==> src/rtl/des_key_scheduler.sv <==
// DES key schedule sequencer: PC-1 on start, 16-round C/D rotation, one PC-2 subkey per round.
// Latency: start sampled at edge N -> first subkey valid after N; done pulses after the 16th accept.
// Backpressure: subkey_valid/subkey_ready handshake; C/D and round_idx hold while ready is low.
//
// Ports: Clk/Reset (async, active-high); start/decrypt/key_in capture a key in IDLE;
// subkey/subkey_valid/subkey_ready/round_idx carry round keys; busy/done/parity_err report status.
// Optional: define DES_KEY_PARITY_CHECK_EN to reject keys with an even-parity byte (parity_err pulse).

// Fixed DES PC-2 selection: 56-bit C/D (bit 55 = DES bit 1) -> 48-bit subkey (bit 47 = DES bit 1).
module des_pc2 (
    input  logic [55:0] cd,
    output logic [47:0] subkey
);
    localparam int PC2_TBL [48] = '{
        14, 17, 11, 24,  1,  5,  3, 28, 15,  6, 21, 10,
        23, 19, 12,  4, 26,  8, 16,  7, 27, 20, 13,  2,
        41, 52, 31, 37, 47, 55, 30, 40, 51, 45, 33, 48,
        44, 49, 39, 56, 34, 53, 46, 42, 50, 36, 29, 32
    };

    for (genvar i = 0; i < 48; i++) begin : g_pc2
        assign subkey[47-i] = cd[56-PC2_TBL[i]];
    end
endmodule

module des_key_scheduler #(
    parameter int NUM_ROUNDS = 16
) (
    input  logic        Clk,
    input  logic        Reset,
    input  logic        start,
    input  logic        decrypt,
    input  logic [63:0] key_in,
    output logic [47:0] subkey,
    output logic        subkey_valid,
    input  logic        subkey_ready,
    output logic [3:0]  round_idx,
    output logic        busy,
    output logic        done,
    output logic        parity_err
);
    typedef enum logic [1:0] {IDLE, ROUND, DONE} state_t;

    localparam logic [3:0] LAST_IDX = 4'(NUM_ROUNDS - 1);

    localparam int PC1_TBL [56] = '{
        57, 49, 41, 33, 25, 17,  9,  1, 58, 50, 42, 34, 26, 18,
        10,  2, 59, 51, 43, 35, 27, 19, 11,  3, 60, 52, 44, 36,
        63, 55, 47, 39, 31, 23, 15,  7, 62, 54, 46, 38, 30, 22,
        14,  6, 61, 53, 45, 37, 29, 21, 13,  5, 28, 20, 12,  4
    };

    state_t      state_q, state_d;
    logic [55:0] cd_q, cd_d;
    logic [3:0]  round_idx_q, round_idx_d;
    logic        decrypt_q, decrypt_d;
    logic [55:0] pc1_key;
    logic        key_ok;

    // PC-1 drops the eight parity bits (DES bits 8,16,..,64 = key_in[0],[8],..,[56]).
    for (genvar i = 0; i < 56; i++) begin : g_pc1
        assign pc1_key[55-i] = key_in[64-PC1_TBL[i]];
    end

    // Rounds 1, 2, 9 and 16 rotate by one; all others by two.
    function automatic logic single_shift(input logic [4:0] rnd);
        return (rnd == 5'd1) || (rnd == 5'd2) || (rnd == 5'd9) || (rnd == 5'd16);
    endfunction

    // Each 28-bit half rotates independently.
    function automatic logic [55:0] rotl_cd(input logic [55:0] v, input logic one);
        logic [27:0] c, d;
        c = v[55:28];
        d = v[27:0];
        if (one) return {c[26:0], c[27], d[26:0], d[27]};
        return {c[25:0], c[27:26], d[25:0], d[27:26]};
    endfunction

    function automatic logic [55:0] rotr_cd(input logic [55:0] v, input logic one);
        logic [27:0] c, d;
        c = v[55:28];
        d = v[27:0];
        if (one) return {c[0], c[27:1], d[0], d[27:1]};
        return {c[1:0], c[27:2], d[1:0], d[27:2]};
    endfunction

`ifdef DES_KEY_PARITY_CHECK_EN
    logic       parity_err_q, parity_err_d;
    logic [7:0] byte_odd;

    for (genvar b = 0; b < 8; b++) begin : g_par
        assign byte_odd[b] = ^key_in[8*b +: 8];
    end
    assign key_ok     = &byte_odd;
    assign parity_err = parity_err_q;
`else
    logic unused_parity_bits;
    assign unused_parity_bits = ^{key_in[56], key_in[48], key_in[40], key_in[32],
                                  key_in[24], key_in[16], key_in[8], key_in[0]};
    assign key_ok     = 1'b1;
    assign parity_err = 1'b0;
`endif

    always_comb begin
        state_d     = state_q;
        cd_d        = cd_q;
        round_idx_d = round_idx_q;
        decrypt_d   = decrypt_q;
`ifdef DES_KEY_PARITY_CHECK_EN
        parity_err_d = 1'b0;
`endif
        case (state_q)
            IDLE: begin
                if (start) begin
                    if (key_ok) begin
                        state_d   = ROUND;
                        decrypt_d = decrypt;
                        if (decrypt) begin
                            // Full schedule rotates each half by 28, so PC-1 output is C16/D16.
                            cd_d        = pc1_key;
                            round_idx_d = LAST_IDX;
                        end else begin
                            cd_d        = rotl_cd(pc1_key, 1'b1);
                            round_idx_d = 4'd0;
                        end
                    end else begin
`ifdef DES_KEY_PARITY_CHECK_EN
                        parity_err_d = 1'b1;
`endif
                    end
                end
            end
            ROUND: begin
                if (subkey_ready) begin
                    if (decrypt_q ? (round_idx_q == 4'd0) : (round_idx_q == LAST_IDX)) begin
                        state_d = DONE;
                    end else if (decrypt_q) begin
                        // Undo the rotation that produced the current round's C/D.
                        cd_d        = rotr_cd(cd_q, single_shift({1'b0, round_idx_q} + 5'd1));
                        round_idx_d = round_idx_q - 4'd1;
                    end else begin
                        cd_d        = rotl_cd(cd_q, single_shift({1'b0, round_idx_q} + 5'd2));
                        round_idx_d = round_idx_q + 4'd1;
                    end
                end
            end
            DONE:    state_d = IDLE;
            default: state_d = IDLE;
        endcase
    end

    always_ff @(posedge Clk or posedge Reset) begin
        if (Reset) begin
            state_q     <= IDLE;
            cd_q        <= '0;
            round_idx_q <= '0;
            decrypt_q   <= 1'b0;
`ifdef DES_KEY_PARITY_CHECK_EN
            parity_err_q <= 1'b0;
`endif
        end else begin
            state_q     <= state_d;
            cd_q        <= cd_d;
            round_idx_q <= round_idx_d;
            decrypt_q   <= decrypt_d;
`ifdef DES_KEY_PARITY_CHECK_EN
            parity_err_q <= parity_err_d;
`endif
        end
    end

    des_pc2 u_pc2 (
        .cd     (cd_q),
        .subkey (subkey)
    );

    assign subkey_valid = (state_q == ROUND);
    assign busy         = (state_q != IDLE);
    assign done         = (state_q == DONE);
    assign round_idx    = round_idx_q;
endmodule

==> config.mk <==
export PLATFORM = sky130hd
export DESIGN_NAME = des_key_scheduler
export DESIGN_NICKNAME = d
export VERILOG_FILES = /design/src/rtl/des_key_scheduler.sv
export SDC_FILE = /design/constraint.sdc
export NUM_CORES = 1
export LEC_CHECK = 0
export BUFFER_PORTS_ARGS = -buffer_cell sky130_fd_sc_hd__buf_4
export CORE_UTILIZATION = 28
export DETAILED_ROUTE_END_ITERATION = 6
export PLACE_DENSITY = 0.51
export SLEW_MARGIN = 20
export SYNTH_ARGS = -nofsm -noshare
export SYNTH_HDL_FRONTEND = slang
export SYNTH_HIERARCHICAL = 1
export SYNTH_SLANG_ARGS = --single-unit
==> constraint.sdc <==
create_clock -name Clk -period 2.8 [get_ports Clk]
set_input_delay 0 -clock Clk [delete_from_list [all_inputs] [get_ports Clk]]
set_output_delay 0 -clock Clk [all_outputs]
set_load 0.02 [all_outputs]
==> reports/results.tsv <==
metric	value	unit
avgViaCountPerCell	5.21	
timing.slew.headroom	37.7	%
drive_gt1_share	21.9	%
n_fill_cell	2192	
io_buffers	115	
register_area	0.00158	mm^2
syn_to_final_growth	18.1	%
clk_path_buf_depth	2	
numCtsBuffers	9	
min_period_over_period	84.5	%
crit_fanout	56	
wl_per_cell	17.3	um
grtUsageTotal	16.1	%
worst-setup-path-type	reg -> reg	
ys_types	38	
hpwl	11100	um
finalCriticalPeriod	2.36	ns
core_area	0.0205	mm^2
hold_violations	0	
async_reset_ff_share	100	%
slew_violations	0	
grt_pass1_wl	27800	um
multi_input_area	0.00368	mm^2
ios	125	
synthCells	679	
grt_max_degree	64	
skew	0.00572	ns
die_area	0.0217	mm^2
clk_pin_slew_worst_paths	0.06	ns
ant_nets	0	
clock_sinks	63	
nNetsFinal	780	
post-route-drc-count	0	
regToRegSetupSlack	0.44	ns
worstHoldPathType	in -> reg	
yosysSeqAreaShare	26.6	%
start_util	28.9	%
synth_fp_nets	752	
grt_pass1_vias	5148	
clock_latency	0.34	ns
worst_slew_pin_slew	0.935	ns
worstPathArrival	2.59	ns
stdcell_count	981	
routed_wirelength	17000	um
cts-root-buf	clkbuf_16	
dp.cells	963	
cts_tree	built	
leakage	0.00306	uW
ys.flop_type	dfrtp_1	
die_w	147	um
fin_tns_setup	0	ns
ys_warn_count	6	
clock.fmax	423	MHz
ys_ff_latch	63	
finalSetupViolCount	0	
dr.pass1.iters	6	
die_h	147	um
place_congestion	0.756	
ctsResizeCount	0	
syn_avg_cell_area	8.72	um^2
drt_iter0_markers	211	
syn_area	0.00592	mm^2
htree_levels	3	
status	complete, no violations	
maxCapViolations	0	
cp-start-kind	flop	
vias	5110	
synth_edf_count	0	
end_kind	flop	
power_density	1530	mW/mm^2
peakVddDrop	0.000732	V
rows	52	
grt_overflow	0	
rsz0062_at_grt	false	
critPathRequiredTime	3.02	ns
antenna_found_initial	0	
diodes	0	
[flip-flops by register name, indices dropped and copies added, names as in the netlist]
| name | flops |
|---|---|
| cd_q | 56 |
| round_idx | 4 |
| state_q | 2 |
| decrypt_q | 1 |
[cell type report]
cell class                      count  area share, %
Multi-Input combinational cell    494           52.7
Sequential cell                    63           22.5
Timing Repair Buffer              131           15.4
Tap cell                          270           4.83
Clock buffer                       12           3.81
Inverter                            8          0.447
Clock inverter                      3          0.251
[critical path, stage by stage, from the launching register on]
cell and delay, ns:
dfrtp_1 0.50, ha_1 0.30, nor3_1 0.15, a311oi_1 0.09
nor3_2 0.25, buf_12 0.37, mux2i_1 0.15, o32a_1 0.35
[kinds of logic after synthesis]
group           after synthesis  share of synthesized area, %
simple gates                243                          19.3
mux                         172                          29.4
buf+inv                     122                          11.8
compound gates               72                          11.5
flops                        63                          26.6
fa+ha+maj                     4                         0.972
xor+xnor                      2                         0.296
other cells                   1                        0.0634
[timing repair]
action                                 4_1_cts  5_1_grt
hold buffers                                 3        0
endpoints found under the hold margin       50        0
buffers inserted                             0        0
[where the power goes]
group          internal [uW]  switching (uW)
sequential              1420             602
combinational           3500            4100
clock                    664             427
[through the flow]
stage	hold WS (ns)	setup WS, ns	utilization (%)	power, uW	area (um^2)
finish	0.0238	0.435	34.1	10700	6990
detailed placement	0.220	0.454	32.6	9680	6680
floorplan	0.110	0.560	-	8080	5920
global placement	0.219	0.467	32.6	9640	6680
CTS	0.0100	0.432	34.1	10800	6990
global route	0.0204	0.219	34.1	11600	6990
[cell usage in the layout, fill, tap and decap left out, types with 5 or more instances in the layout]
master     synthesis  layout
nand3_1           55      55
clkbuf_16          0       9
buf_12             0       7
buf_4             52     121
o32a_1            56      56
dfrtp_1           63      63
o21ai_0            5       5
inv_1              7       5
nor2_1            61      60
nand2_1           62      62
or3_1             56      56
mux2i_1          168     168
[Yosys cell counts, types with 5 or more instances]
cell	number	area, um^2
o32a_1	56	561
buf_1	12	45.0
nand2_1	62	233
nand3_1	55	275
buf_2	19	95.1
mux2i_1	168	1680
nor2_1	61	229
dfrtp_1	63	1580
buf_4	52	390
or3_1	56	350
clkbuf_1	27	101
o21ai_0	5	25.0
inv_1	7	26.3
[metal layers]
metal  vias up  GRT usage, %  part of all wire [%]
li1       2496             -                     -
met1      2476          22.1                    49
met2       126          24.9                    45
met3        12          4.04                   5.0
met4         0          4.33                   1.1
met5         -             0                     0
[final timing paths]
check,start,end,cells after the start
worst max-delay path,round_idx[1]$_DFFE_PP0P_,cd_q[33]$_DFFE_PP0P_,7
worst min-delay path,start,decrypt_q$_DFFE_PP0P_,3
worst max register to register,round_idx[1]$_DFFE_PP0P_,cd_q[33]$_DFFE_PP0P_,7
worst min register to register,cd_q[38]$_DFFE_PP0P_,cd_q[38]$_DFFE_PP0P_,1
max in group asynchronous,Reset,cd_q[35]$_DFFE_PP0P_,4
min in group asynchronous,Reset,cd_q[23]$_DFFE_PP0P_,4
Power figures use the tool's default switching activity.
